--- src/rtl/mux_rr_arbiter_pkg.sv ---
// Shared constants and types for the round-robin arbiter driving the 4:1 data mux select.
package mux_rr_arbiter_pkg;

  localparam int NUM_REQ = 4;
  localparam int SEL_W   = 2;
  localparam int CNT_W   = 4;

  typedef enum logic {
    ST_IDLE   = 1'b0,
    ST_ACTIVE = 1'b1
  } state_t;

  // Mux select codes: requester i drives mux input a/b/c/d.
  localparam logic [SEL_W-1:0] SEL_A = 2'b00;
  localparam logic [SEL_W-1:0] SEL_B = 2'b01;
  localparam logic [SEL_W-1:0] SEL_C = 2'b10;
  localparam logic [SEL_W-1:0] SEL_D = 2'b11;

  // One-hot grant vector for a requester index.
  function automatic logic [NUM_REQ-1:0] onehot(input logic [SEL_W-1:0] idx);
    return NUM_REQ'(1) << idx;
  endfunction

endpackage

--- src/rtl/mux_rr_arbiter_rr_pick.sv ---
// Combinational round-robin search: first set request bit at or after 'start', wrapping.
module rr_pick
  import mux_rr_arbiter_pkg::*;
(
  input  logic [NUM_REQ-1:0] req,
  input  logic [SEL_W-1:0]   start,
  output logic               found,
  output logic [SEL_W-1:0]   idx
);

  logic [SEL_W-1:0] pos;

  // Walk the four positions from 'start'; the first requester seen wins.
  always_comb begin
    // NOTE: every output gets a default before the search so no path leaves a latch.
    found = 1'b0;
    idx   = start;
    pos   = start;
    for (int k = 0; k < NUM_REQ; k++) begin
      pos = start + SEL_W'(k);
      if (!found && req[pos]) begin
        found = 1'b1;
        idx   = pos;
      end
    end
  end

endmodule

--- src/rtl/mux_rr_arbiter.sv ---
// Round-robin arbiter that owns the 4:1 data mux select and paces bounded bursts.
module mux_rr_arbiter
  import mux_rr_arbiter_pkg::*;
#(
  parameter int BURST = 4
) (
  input  logic               clk,
  input  logic               rst_n,
  input  logic [NUM_REQ-1:0] req,
  input  logic               ready,
  output logic [SEL_W-1:0]   sel,
  output logic [NUM_REQ-1:0] grant,
  output logic               valid,
  output logic               last
);

  state_t             state, state_nx;
  logic [SEL_W-1:0]   sel_nx;
  logic [NUM_REQ-1:0] grant_nx;
  logic [SEL_W-1:0]   ptr, ptr_nx;
  logic [CNT_W-1:0]   cnt, cnt_nx;

  logic               found;
  logic [SEL_W-1:0]   win;
  logic [SEL_W-1:0]   start;
  logic               at_end;
  logic               grant_end;

  // In IDLE the search follows the last grant; at grant end it follows the current select.
  assign start  = (state == ST_IDLE) ? ptr + 2'd1 : sel + 2'd1;
  assign valid  = (state == ST_ACTIVE) && req[sel];
  assign at_end = (cnt == CNT_W'(BURST - 1));
  assign last   = valid && at_end;
  // A grant ends when its owner drops out or the final beat is accepted.
  assign grant_end = (state == ST_ACTIVE) && (!req[sel] || (ready && at_end));

  rr_pick u_pick (
    .req   (req),
    .start (start),
    .found (found),
    .idx   (win)
  );

  // Next-state and next-grant decisions; everything holds unless a rule fires.
  always_comb begin
    state_nx = state;
    sel_nx   = sel;
    grant_nx = grant;
    ptr_nx   = ptr;
    cnt_nx   = cnt;
    case (state)
      ST_IDLE: begin
        if (found) begin
          state_nx = ST_ACTIVE;
          sel_nx   = win;
          grant_nx = onehot(win);
          ptr_nx   = win;
          cnt_nx   = '0;
        end
      end
      ST_ACTIVE: begin
        if (grant_end) begin
          cnt_nx = '0;
          if (found) begin
            sel_nx   = win;
            grant_nx = onehot(win);
            ptr_nx   = win;
          end else begin
            state_nx = ST_IDLE;
            grant_nx = '0;
          end
        end else if (valid && ready) begin
          cnt_nx = cnt + 1'b1;
        end
      end
      default: state_nx = ST_IDLE;
    endcase
  end

  // State register; reset starts the first search at requester 0.
  always_ff @(posedge clk or negedge rst_n) begin
    if (!rst_n) begin
      state <= ST_IDLE;
      sel   <= SEL_A;
      grant <= '0;
      ptr   <= SEL_D;
      cnt   <= '0;
    end else begin
      // NOTE: non-blocking assignments so every register samples pre-edge values.
      state <= state_nx;
      sel   <= sel_nx;
      grant <= grant_nx;
      ptr   <= ptr_nx;
      cnt   <= cnt_nx;
    end
  end

endmodule

--- config.mk ---
export PLATFORM = sky130hd
export DESIGN_NAME = mux_rr_arbiter
export DESIGN_NICKNAME = d
export VERILOG_FILES = /design/src/rtl/mux_rr_arbiter_pkg.sv /design/src/rtl/mux_rr_arbiter_rr_pick.sv /design/src/rtl/mux_rr_arbiter.sv
export SDC_FILE = /design/constraint.sdc
export NUM_CORES = 1
export LEC_CHECK = 0
export CORE_MARGIN = 2
export CORE_UTILIZATION = 30
export DETAILED_ROUTE_END_ITERATION = 8
export DONT_BUFFER_PORTS = 1
export HOLD_SLACK_MARGIN = 0.06
export PLACE_DENSITY_LB_ADDON = 0.05
export REMOVE_ABC_BUFFERS = 1
export SETUP_SLACK_MARGIN = 0.5
export SLEW_MARGIN = 20
export SYNTH_ARGS = -nofsm -noshare
export SYNTH_HDL_FRONTEND = slang
export SYNTH_SLANG_ARGS = --single-unit
--- constraint.sdc ---
create_clock -name clk -period 1.8 [get_ports clk]
set_input_delay 0.27 -clock clk [delete_from_list [all_inputs] [get_ports clk]]
set_output_delay 0.27 -clock clk [all_outputs]
set_load 0.02 [all_outputs]
==> results.sh, run 1 <==
export IMPL_holdCritStartpoint="req[2]"
export IMPL_power_leakage_uw=0.000475
export IMPL_drive_gt1_share_pct=52.9
export IMPL_ys_warn_count=0
export IMPL_ctsLongestPathBuffers=2
export IMPL_final_util_pct=44.8
export IMPL_initial_core_util_pct=31.6
export IMPL_htree_levels=1
export IMPL_ys_seq_area_share_pct=41.9
export IMPL_peakVddDrop_mv=0.833
export IMPL_r2r_start="state"
export IMPL_critPathRequiredTime_ps=1970
export IMPL_regArea_sq_um=332
export IMPL_cpMaxStageDelayCell="dfrtp_2"
export IMPL_totalWireLength_um=1920
export IMPL_cts_root_buffer="clkbuf_4"
export IMPL_ant_nets=0
export IMPL_synthSimpleGateAreaFrac_pct=20.3
export IMPL_synth_top_family_by_area="compound AO/OA/AOI/OAI gates"
export IMPL_synth_async_sr_flop_share_pct=100
export IMPL_cp_common_cell="buf_4"
export IMPL_place_gp_congestion=0.701
export IMPL_fin_skew_ps=0.763
export IMPL_finalSetupTns_ps=0
export IMPL_multi_input_comb_area_sq_um=517
export IMPL_grt_pass1_vias=675
export IMPL_clock_sinks=13
export IMPL_critPathLaunchType="flip-flop"
export IMPL_critical_path_depth=8
export IMPL_synth_edf_count=0
export IMPL_max_freq_mhz=588
export IMPL_grt_pass1_wl_um=2990
export IMPL_drc=0
export IMPL_cpPeakStageDelay_ps=410
export IMPL_antenna_found_initial=0
export IMPL_worst_path_buf_inv=3
export IMPL_run_status="complete, no violations"
export IMPL_path_class="flip-flop to flip-flop"
export IMPL_cts_tree="built"
export IMPL_cp_cell_sequence="buf_6, mux2i_4, buf_4, nand2_1, o21ai_1, a211oi_2, buf_4, a32o_1"
export IMPL_fin_nets=111
export IMPL_num_fill_cells=268
export IMPL_synth_flop_cell="dfrtp_1"
export IMPL_min_to="grant[1]"
export IMPL_tightest_slew_ps=631
export IMPL_synth_mux_area_share_pct=7.35
export IMPL_die_width_um=55.1
export IMPL_powerDensity_nw_per_um2=1730
export IMPL_reg2reg_to="grant[2]"
export IMPL_synth_compound_area_share_pct=23.3
export IMPL_hold_viol=0
export IMPL_synth_area_sq_um=783
export IMPL_synth_ff_latch_count=13
export IMPL_yosys_area_share_adder_pct=1.60
export IMPL_clk_pin_slew_ps=80
export IMPL_avgViaCountPerCell=4.94
export IMPL_fin_crit_ps=1700
export IMPL_rsz0062_at_grt="yes"
export IMPL_io_buffers=0
export IMPL_grt_overflow=0
export IMPL_synth_xor_area_share_pct=2.24
export IMPL_track_usage_pct=14.2
export IMPL_drtIter0Drc=3
export IMPL_cp_data_arrival_time_ps=1870
export IMPL_maxCapViolCount=0
export IMPL_critical_path_max_fanout=6
export IMPL_post_drt_wl_per_cell_um=14.5
export IMPL_numCtsBuffers=3
export IMPL_hold_class="primary input to flip-flop"
export IMPL_antennaDiodeCount=0
export IMPL_grt_max_degree=14
export IMPL_pin_count=15
export IMPL_layout_common_cells="buf_4, nand2_1, nor2_1"
export IMPL_finalSetupViolations=0
export IMPL_die_h_um=55.1
export IMPL_clk_latency_ps=270
export IMPL_slew_violations=0
export IMPL_via_count=652
export IMPL_first_pass_iters=3
export IMPL_r2r_cells=8
export IMPL_final_common_cell="buf_4"
export IMPL_synthCells=78
export IMPL_synthDistinctLibCells=36
export IMPL_rows=18
export IMPL_rrSetupSlack_ps=100
export IMPL_holdPathStages=3
export IMPL_core_area_sq_um=2480
export IMPL_min_period_over_period_pct=94.5
export IMPL_slew_headroom_pct=57.8
export IMPL_avgSynthCellArea_sq_um=10.0
export IMPL_dpl_hpwl_um=1340
export IMPL_crit_path_end_kind="flip-flop"
export IMPL_critPathTopFamily="buffers and inverters"
export IMPL_area_growth_pct=41.7
export IMPL_die_area_sq_um=3040
[tightest hold or removal path: stages]
cell and delay (ps):
a221oi_2 50, nand2_1 60, o21ai_1 50
[cells in the mapped netlist, drive strengths merged, types with 2 or more instances]
cell type  number  area, sq um
nor2           11         41.3
o21ai           5         25.0
mux2i           3         42.5
xnor2           2         17.5
nand2          10         37.5
a21oi           4         20.0
o22ai           2         12.5
dfrtp          11          275
dfstp           2         52.6
and2            4         28.8
buf             2         22.5
a211oi          2         25.0
[final cells by class]
cell class,count,area share (%)
clock buffers,4,2.37
inverters,1,0.338
multi-input cells,62,46.6
flip-flops and latches,13,29.9
well taps,30,3.38
repair buffers,22,17.5
[routing by layer]
| layer | global-route usage [%] | vias to the layer above | wire, um |
|---|---|---|---|
| li1 | - | 326 | - |
| met1 | 18.3 | 314 | 914 |
| met2 | 23.2 | 10 | 933 |
| met3 | 3.23 | 2 | 63 |
| met4 | 4.88 | 0 | 6 |
| met5 | 0 | - | 0 |
[what timing repair did]
action | in CTS | in global routing
gates resized for setup | 28 | 7
pin swaps | 14 | 8
setup buffers | 7 | 3
hold endpoints to repair | 13 | 0
hold buffers | 1 | 0
endpoints found under the setup margin | 14 | 14
[per-stage QoR]
step	hold WS, ps	setup WS (ps)	instances	cell area, sq um	total power, uW
after floorplan	-25.6	109	76	761	1110
after CTS	198	125	129	1060	1830
after global placement	-25.2	97.9	117	881	1390
final	199	98.3	132	1110	1920
after detailed placement	-25.1	81.2	117	881	1390
after global routing	214	37.4	132	1110	2070
[power by group]
part / switching [uW] / total, uW / internal [uW]
Combinational: 538 / 1180 / 642
Sequential: 137 / 555 / 419
Clock: 95.6 / 181 / 85.8
Total: 770 / 1920 / 1150
[how the worst max path moves through the flow]
stage                start  endpoint
floorplan            state  grant[2]
global placement    cnt[1]  grant[0]
detailed placement   state  grant[0]
CTS                 sel[1]      last
global route         state  grant[2]
finish               state  grant[2]
[registers in the layout, summed over array words and instances (netlist names)]
register / cells
cnt: 4
grant: 4
ptr: 2
sel: 2
state: 1
[cell families (layout without fill, tap and decap cells)]
logic type	Yosys count	after routing
AOI/OAI and AO/OA	23	23
buffers and inverters	3	27
adders and majority gates	1	1
DFF	13	13
and+or+nand+nor	32	32
muxes	4	4
xor gates and xnor gates	2	2
Power figures use the tool's default switching activity.
==> run 2, diff against run 1 <==
--- a/config.mk
+++ b/config.mk
@@ -5,7 +5,7 @@
 export SDC_FILE = /design/constraint.sdc
 export NUM_CORES = 1
 export LEC_CHECK = 0
-export CORE_MARGIN = 2
+export CORE_MARGIN = 8
 export CORE_UTILIZATION = 30
 export DETAILED_ROUTE_END_ITERATION = 8
 export DONT_BUFFER_PORTS = 1
==> constraint.sdc (replaced) <==
create_clock -name clk -period 1.96 [get_ports clk]
set_input_delay 0.294 -clock clk [delete_from_list [all_inputs] [get_ports clk]]
set_output_delay 0.294 -clock clk [all_outputs]
set_load 0.02 [all_outputs]
==> results.sh, run 2 (same netlist as run 1, synthesis figures left out) <==
export IMPL_grt_pass1_wl_um=3040
export IMPL_postPlaceCellArea_sq_um=843
export IMPL_power_uw=1650
export IMPL_tightest_slew_ps=612
export IMPL_fin_nets=103
export IMPL_ctsLongestPathBuffers=2
export IMPL_cts_root_buffer="clkbuf_4"
export IMPL_reg_top3="cnt (4), grant (4)"
export IMPL_fin_skew_ps=6.33
export IMPL_maxCapViolCount=0
export IMPL_p_int_uw=963
export IMPL_p_sw_share_pct=41.5
export IMPL_grtUsageMet1_pct=11.8
export IMPL_clock_sinks=13
export IMPL_rsz0062_at_grt="yes"
export IMPL_clk_pin_slew_ps=80
export IMPL_first_pass_iters=2
export IMPL_hold_class="primary input to flip-flop"
export IMPL_drtIter0Drc=16
export IMPL_hold_viol=0
export IMPL_via_count=629
export IMPL_track_usage_pct=8.89
export IMPL_run_status="complete, no violations"
export IMPL_grt_pass1_vias=626
export IMPL_finalSetupViolations=0
export IMPL_crit_path_end_kind="flip-flop"
export IMPL_drc=0
export IMPL_peakVddDrop_mv=0.774
export IMPL_design_area_sq_um=1040
export IMPL_die_width_um=67.1
export IMPL_die_area_sq_um=4500
export IMPL_gr_usage_met3_pct=4.03
export IMPL_critPathLaunchType="flip-flop"
export IMPL_drive_gt1_share_pct=46.8
export IMPL_num_fill_cells=253
export IMPL_max_freq_mhz=581
export IMPL_grt_util_met2_pct=12.2
export IMPL_path_class="flip-flop to flip-flop"
export IMPL_totalWireLength_um=1940
export IMPL_ant_nets=0
export IMPL_min_period_over_period_pct=87.8
export IMPL_htree_levels=1
export IMPL_switching_power_uw=682
export IMPL_powerDensity_nw_per_um2=1580
export IMPL_rrSetupSlack_ps=240
export IMPL_antenna_found_initial=0
export IMPL_slew_headroom_pct=59.1
export IMPL_power_leakage_uw=0.000433
export IMPL_final_common_cell="nor2_1"
export IMPL_grt_overflow=0
export IMPL_die_h_um=67.1
export IMPL_layout_common_cells="nor2_1, nand2_1, buf_4"
export IMPL_slew_violations=0
export IMPL_core_area_sq_um=2480
export IMPL_numCtsBuffers=3
export IMPL_grt_max_degree=14
export IMPL_finalSetupTns_ps=0
export IMPL_antennaDiodeCount=0
export IMPL_pwr_share_clk_pct=10.1
export IMPL_busiest_layer="met2"
export IMPL_place_gp_congestion=0.716
export IMPL_pwr_share_seq_pct=30.6
export IMPL_critPathRequiredTime_ps=2120
export IMPL_cp_data_arrival_time_ps=1880
export IMPL_rows=18
export IMPL_pin_count=15
export IMPL_critical_path_max_fanout=6
export IMPL_initial_core_util_pct=31.6
export IMPL_fin_crit_ps=1720
export IMPL_avgViaCountPerCell=5.07
export IMPL_p_comb_share_pct=59.3
export IMPL_clk_latency_ps=270
export IMPL_io_buffers=0
export IMPL_area_growth_pct=32.7
export IMPL_dpl_hpwl_um=1340
export IMPL_post_drt_wl_per_cell_um=15.7
export IMPL_cts_tree="built"
==> run 2: layout make-up <==
type | instances | area [sq um] | area share (%)
Sequential cell | 13 | 332 | 31.9
Multi-Input combinational cell | 62 | 522 | 50.2
Clock buffer | 4 | 26.3 | 2.53
Timing Repair Buffer | 14 | 119 | 11.4
Inverter | 1 | 3.75 | 0.361
Tap cell | 30 | 37.5 | 3.61
==> run 2: worst paths after layout <==
| check | cells after the start | startpoint | endpoint |
|---|---|---|---|
| max | 4 | state | grant[2] |
| min | 3 | req[2] | grant[1] |
| max reg2reg | 4 | state | grant[2] |
| min reg2reg | 2 | ptr[1] | ptr[1] |
| max in group asynchronous | 1 | rst_n | sel[0] |
| min in group asynchronous | 1 | rst_n | cnt[0] |
==> run 2: metrics by stage <==
step                util (%)  std cells  hold WS (ps)  setup slack, ps
floorplan                  -         76         -1.59              269
detailed placement      34.0        112         -1.01              153
global route            42.0        124           237              211
global placement        34.0        112        -0.972              171
finish                  42.0        124           242              238
CTS                     38.0        121           241              247
==> run 2: per-layer routing <==
layer,up-vias,part of all wire [%]
met5,-,0
met4,0,0
met3,0,6.9
met2,9,46
met1,301,48
li1,319,-
==> run 2: power by group through the flow <==
stage / combinational, uW / sequential [uW] / clock, uW
2_1_floorplan: 504 / 519 / 0
3_3_place_gp: 712 / 525 / 0
4_1_cts: 838 / 508 / 176
5_1_grt: 1060 / 524 / 189
3_5_place_dp: 707 / 521 / 0
6_report: 975 / 503 / 167
==> run 2: what timing repair did <==
action / 4_1_cts / 5_1_grt
gates resized for setup: 14 / 15
setup buffers: 4 / 3
pin swaps: 6 / 8
endpoints found under the hold margin: 13 / 0
endpoints found under the setup margin: 14 / 14
hold buffers: 1 / 0
==> run 2: critical path, cell delays in order, from the launching register on <==
cell and delay [ps]:
dfrtp_2 480, mux2_4 360, xnor2_2 160, a221o_1 340, a32o_1 260
==> run 3, diff against run 2 <==
--- a/config.mk
+++ b/config.mk
@@ -11,6 +11,7 @@
 export DONT_BUFFER_PORTS = 1
 export HOLD_SLACK_MARGIN = 0.06
 export PLACE_DENSITY_LB_ADDON = 0.05
+export RECOVER_POWER = 50
 export REMOVE_ABC_BUFFERS = 1
 export SETUP_SLACK_MARGIN = 0.5
 export SLEW_MARGIN = 20
==> results of run 3 <==
Same layout as run 2: the final DEF is identical, and so are final timing and power.
